File: config.mk
export PLATFORM = sky130hd
export DESIGN_NAME = priority_encoder_pipe
export DESIGN_NICKNAME = d
export VERILOG_FILES = /design/src/rtl/priority_encoder_pipe.sv
export SDC_FILE = /design/constraint.sdc
export NUM_CORES = 1
export LEC_CHECK = 0
export CORE_ASPECT_RATIO = 1.5
export CORE_MARGIN = 1
export CORE_UTILIZATION = 53
export DETAILED_ROUTE_END_ITERATION = 6
export GPL_ROUTABILITY_DRIVEN = 1
export PLACE_DENSITY_LB_ADDON = 0.05
export SLEW_MARGIN = 10
export SYNTH_ARGS = -nofsm -noshare
export SYNTH_HDL_FRONTEND = slang
export SYNTH_SLANG_ARGS = --single-unit
File: constraint.sdc
create_clock -name clk_i -period 4.7 [get_ports clk_i]
set_input_delay 0.47 -clock clk_i [delete_from_list [all_inputs] [get_ports clk_i]]
set_output_delay 0.47 -clock clk_i [all_outputs]
set_load 0.005 [all_outputs]
File: src/rtl/priority_encoder_pipe.sv
// Two-stage pipelined two-sided priority encoder with valid/ready flow control.
// S1 holds the accepted word. S2 registers the MSB/LSB one-hots, their indices and the zero flag.
module priority_encoder_pipe #(
    parameter int unsigned WIDTH = 16,
    localparam int unsigned IDX_W = $clog2(WIDTH)
) (
    input  logic             clk_i,
    input  logic             srst_n_i,
    input  logic [WIDTH-1:0] data_i,
    input  logic             data_val_i,
    output logic             data_ready_o,
    output logic [WIDTH-1:0] data_left_o,
    output logic [WIDTH-1:0] data_right_o,
    output logic [IDX_W-1:0] left_idx_o,
    output logic [IDX_W-1:0] right_idx_o,
    output logic             zero_o,
    output logic             data_val_o,
    input  logic             data_ready_i
);

    logic [WIDTH-1:0] s1_data_q;
    logic             s1_val_q;

    logic [WIDTH-1:0] left_q, right_q;
    logic [IDX_W-1:0] left_idx_q, right_idx_q;
    logic             zero_q, val_q;

    logic             s2_can_load;
    logic             s1_load;
    logic [WIDTH-1:0] rev_w, rev_iso;
    logic [WIDTH-1:0] left_d, right_d;
    logic [IDX_W-1:0] left_idx_d, right_idx_d;
    logic             zero_d;

    function automatic logic [IDX_W-1:0] onehot_to_idx(input logic [WIDTH-1:0] oh);
        logic [IDX_W-1:0] idx;
        idx = '0;
        for (int i = 0; i < WIDTH; i++) begin
            if (oh[i]) idx |= IDX_W'(i);
        end
        return idx;
    endfunction

    assign s2_can_load  = !val_q || data_ready_i;
    // Combinational path from data_ready_i is deliberate: lets S1 refill while S2 drains.
    assign data_ready_o = srst_n_i && (!s1_val_q || s2_can_load);
    assign s1_load      = data_val_i && data_ready_o;

    always_comb begin
        rev_w  = '0;
        left_d = '0;
        for (int i = 0; i < WIDTH; i++) begin
            rev_w[i] = s1_data_q[WIDTH-1-i];
        end
        right_d = s1_data_q & (~s1_data_q + WIDTH'(1));
        // MSB isolation: reverse, isolate the lowest bit, reverse back.
        rev_iso = rev_w & (~rev_w + WIDTH'(1));
        for (int i = 0; i < WIDTH; i++) begin
            left_d[i] = rev_iso[WIDTH-1-i];
        end
        left_idx_d  = onehot_to_idx(left_d);
        right_idx_d = onehot_to_idx(right_d);
        zero_d      = ~|s1_data_q;
    end

    always_ff @(posedge clk_i) begin
        if (!srst_n_i) begin
            s1_data_q   <= '0;
            s1_val_q    <= 1'b0;
            left_q      <= '0;
            right_q     <= '0;
            left_idx_q  <= '0;
            right_idx_q <= '0;
            zero_q      <= 1'b0;
            val_q       <= 1'b0;
        end else begin
            if (s1_load) begin
                s1_data_q <= data_i;
                s1_val_q  <= 1'b1;
            end else if (s2_can_load) begin
                s1_val_q  <= 1'b0;
            end
            if (s2_can_load) begin
                val_q <= s1_val_q;
                // Data outputs keep their last value when a bubble moves into S2.
                if (s1_val_q) begin
                    left_q      <= left_d;
                    right_q     <= right_d;
                    left_idx_q  <= left_idx_d;
                    right_idx_q <= right_idx_d;
                    zero_q      <= zero_d;
                end
            end
        end
    end

    assign data_left_o  = left_q;
    assign data_right_o = right_q;
    assign left_idx_o   = left_idx_q;
    assign right_idx_o  = right_idx_q;
    assign zero_o       = zero_q;
    assign data_val_o   = val_q;

endmodule

==> summary.txt <==
Setup path
  • Top cell by count, worst path: clkdlybuf4s50_1
  • Worst EP arrival: 2.06 ns
  • CP max-delay cell: clkdlybuf4s50_1
  • CP max FO: 62
  • Worst Path Required: 4.23 ns
  • WP buf/inv: 3
  • Crit-path cells: clkdlybuf4s50_1 -> buf_4 -> and2_1 -> clkdlybuf4s50_1
  • Startpoint types: input pin
  • Slowest stage delay, CP: 0.49 ns
  • Critical path type: in -> out
  • Crit end category: primary output
  • Top delay family on crit path: buffers and inverters

Clock network
  • Max Buffers Root-to-Sink: 2
  • Post-CTS Hold Fix Bufs: 0
  • Post-CTS setup buffers: 0
  • Clock Tree Root: clkbuf_8
  • Clk_lat worst skew: 0.34 ns
  • Clock sinks: 59
  • H-tree depth: 3
  • # resized after CTS: 0
  • CTS tree: yes
  • Num CTS Buffers: 9
  • Worst-path clk slew: 0.06 ns

Finish
  • Final nets: 398
  • Ant. Diodes: 0
  • Layout cells sized above 1: 5.22%
  • Commonest cells after routing, fill and taps aside: clkdlybuf4s50_1 (62), dfxtp_1 (59), nand2_1 (39)
  • Final instance area: 0.00343 mm²
  • Commonest non-fill, non-tap cell in the layout: clkdlybuf4s50_1
  • Final Util: 71.3%
  • P&R area growth vs syn: 28.9%

GRT
  • First-pass GRT wire length: 10,500 µm
  • Number of global-route vias before repair: 2,232
  • Total GRT Usage: 27.1%
  • GR Overflow Total: 0
  • Largest net degree at the start of global routing: 63
  • Initial antenna violation count: 0

Pwr
  • Internal: 0.000817 W
  • Power per cell area: 326 mW/mm²
  • Switching share of power: 27.0%
  • Combinational Power Share: 14.1%
  • Clk pwr share: 36.0%
  • Leakage: 1.24 nW
  • Design Power: 0.00112 W
  • Switching pwr: 0.000301 W
  • Max VDD drop: 242 µV
  • Flop pwr share: 49.8%

Floorplanning
  • Initial Util: 55.3%
  • Die W: 59.9 µm
  • Total die area: 0.00531 mm²
  • Core box area: 0.00481 mm²
  • # rows: 31
  • Die H: 88.8 µm
  • Num ports: 63

Routing
  • Vias: 2,483
  • DRC viols: 0
  • Router iterations before antenna repair: 5
  • Via density: 5.53
  • Final ANT Viol Nets: 0
  • Routed wire length: 6420 µm
  • Drt first-iter violations: 124
  • Wire per inst: 14.3 µm

Timing
  • Endpoints failing setup: 0
  • Headroom to the max-slew limit: 39.7%
  • Setup TNS: 0 ns
  • Least-Margin Pin Slew: 0.902 ns
  • Minimum hold slack: 0.457 ns
  • Tmin final: 2.53 ns
  • RSZ-0062 raised after global routing: false
  • Hold Violations, Final: 0
  • Worst Skew: 0.00767 ns
  • Tcrit/Tclk final: 53.8%
  • Max Freq: 396 MHz
  • Max Slew Vio Count: 0

Logic synthesis
  • Synthesized area: 0.00266 mm²
  • Unique cell type count in the Yosys netlist: 39
  • Yosys Warn Count: 0
  • Predominant post-synthesis flop cell: dfxtp_1
  • Synth Area in Adders: 0%
  • Post-Syn Nets: 353
  • Compound-gate portion of the synthesized area: 21.8%
  • Register area share after synthesis: 44.4%
  • Area fraction of the dominant cell type after synthesis: 44.4%
  • Largest family of logic cells by synthesized area: simple AND/OR/NAND/NOR gates
  • Area contributors post-synth: dfxtp_1 (44%), a21boi_0 (9.0%), nand3_1 (6.4%)
  • Top cell type by total area after synthesis: dfxtp_1
  • Mux contribution to synthesized area: 0%
  • Gate count after technology mapping: 333
  • Share of synthesized registers carrying an async set or reset: 0%
  • Post-Synth XOR/XNOR Area: 0%
  • Post-synth EDFFs: 0
  • Synth Area in Simple Gates: 25.6%
  • Syn_area_per_cell: 7.99 µm²
  • Register bit total from synthesis: 59

Place
  • Port bufs: 62
  • DPL Wire Length: 4390 µm
  • Gpl congestion: 0.837
  • Post-DP Area: 0.00326 mm²

Worst hold path
  • Hold Path Class: reg -> reg

Flow run
  • Maxcap violations: 0

Status
  • Outcome: finished, final reports clean
## metrics by stage
step / worst slack [ns] / instances
CTS: 2.18 / 449
global placement: 2.07 / 433
detailed placement: 1.96 / 433
floorplan: 2.99 / 333
global route: 2.01 / 449
finish: 2.17 / 449
## cells by family (layout without fill, tap and decap cells)
| family | after synthesis | in the layout |
|---|---|---|
| simple gates | 132 | 132 |
| flops | 59 | 59 |
| buf+inv | 55 | 105 |
| compound gates | 87 | 87 |
## area by class of cell
type	count	area (µm²)
clock inverter	2	10.0
tap	66	82.6
fill	413	1380
sequential	59	1180
inverter	24	90.1
multi-input combinational	219	1260
clock buffer	14	163
timing repair buffer	65	643
## power groups by stage
| stage | combinational [W] | sequential [W] | clock, W |
|---|---|---|---|
| after global routing | 0.000177 | 0.000561 | 0.000440 |
| after global placement | 0.000155 | 0.000566 | 0 |
| after CTS | 0.000157 | 0.000556 | 0.000412 |
| after floorplan | 0.000115 | 0.000545 | 0 |
| final | 0.000158 | 0.000557 | 0.000403 |
| after detailed placement | 0.000156 | 0.000567 | 0 |
## worst reg2reg max path: cells and delay by family (launching register included)
kind	cells	cell delay, ns
flops	1	0.39
simple gates	2	1.19
compound gates	2	0.46
## state kept, by name, indices dropped and copies added (netlist names)
signal,count
data_left_o,16
data_right_o,16
s1_data_q,16
left_idx_o,4
right_idx_o,4
data_val_o,1
s1_val_q,1
zero_o,1
## worst paths after layout
path,startpoint,end,slack (ns),cells after the start
worst max-delay path,srst_n_i,data_ready_o,2.17,4
worst min-delay path,data_left_o[1]$_SDFFE_PN0P_,data_left_o[1]$_SDFFE_PN0P_,0.46,2
worst max register to register,s1_data_q[15]$_SDFFE_PN0P_,left_idx_o[0]$_SDFFE_PN0P_,2.60,4
worst min register to register,data_left_o[1]$_SDFFE_PN0P_,data_left_o[1]$_SDFFE_PN0P_,0.46,2
## cells in the mapped netlist (all sizes together), types with 2 or more instances
master  count
a22oi       2
inv        24
nand3      34
buf         6
nor3        8
o21ai      28
dfxtp      59
and3        2
clkbuf     25
nand2b      4
a31oi       6
or4         6
a41oi       2
nor2b       2
nand2      39
and2        3
nor2       12
a21boi     32
nor4        8
or3         3
a21oi       7
o31a        2
nand4       6
## routing by layer
metal	up-vias	global-route usage (%)	share of wire, %
met2	73	41.1	49
met5	-	0	0
met4	0	16.9	3.0
li1	1254	-	-
met1	1139	34.2	44
met3	17	6.14	3.8
Note: power is estimated with default switching activity, not from simulation.
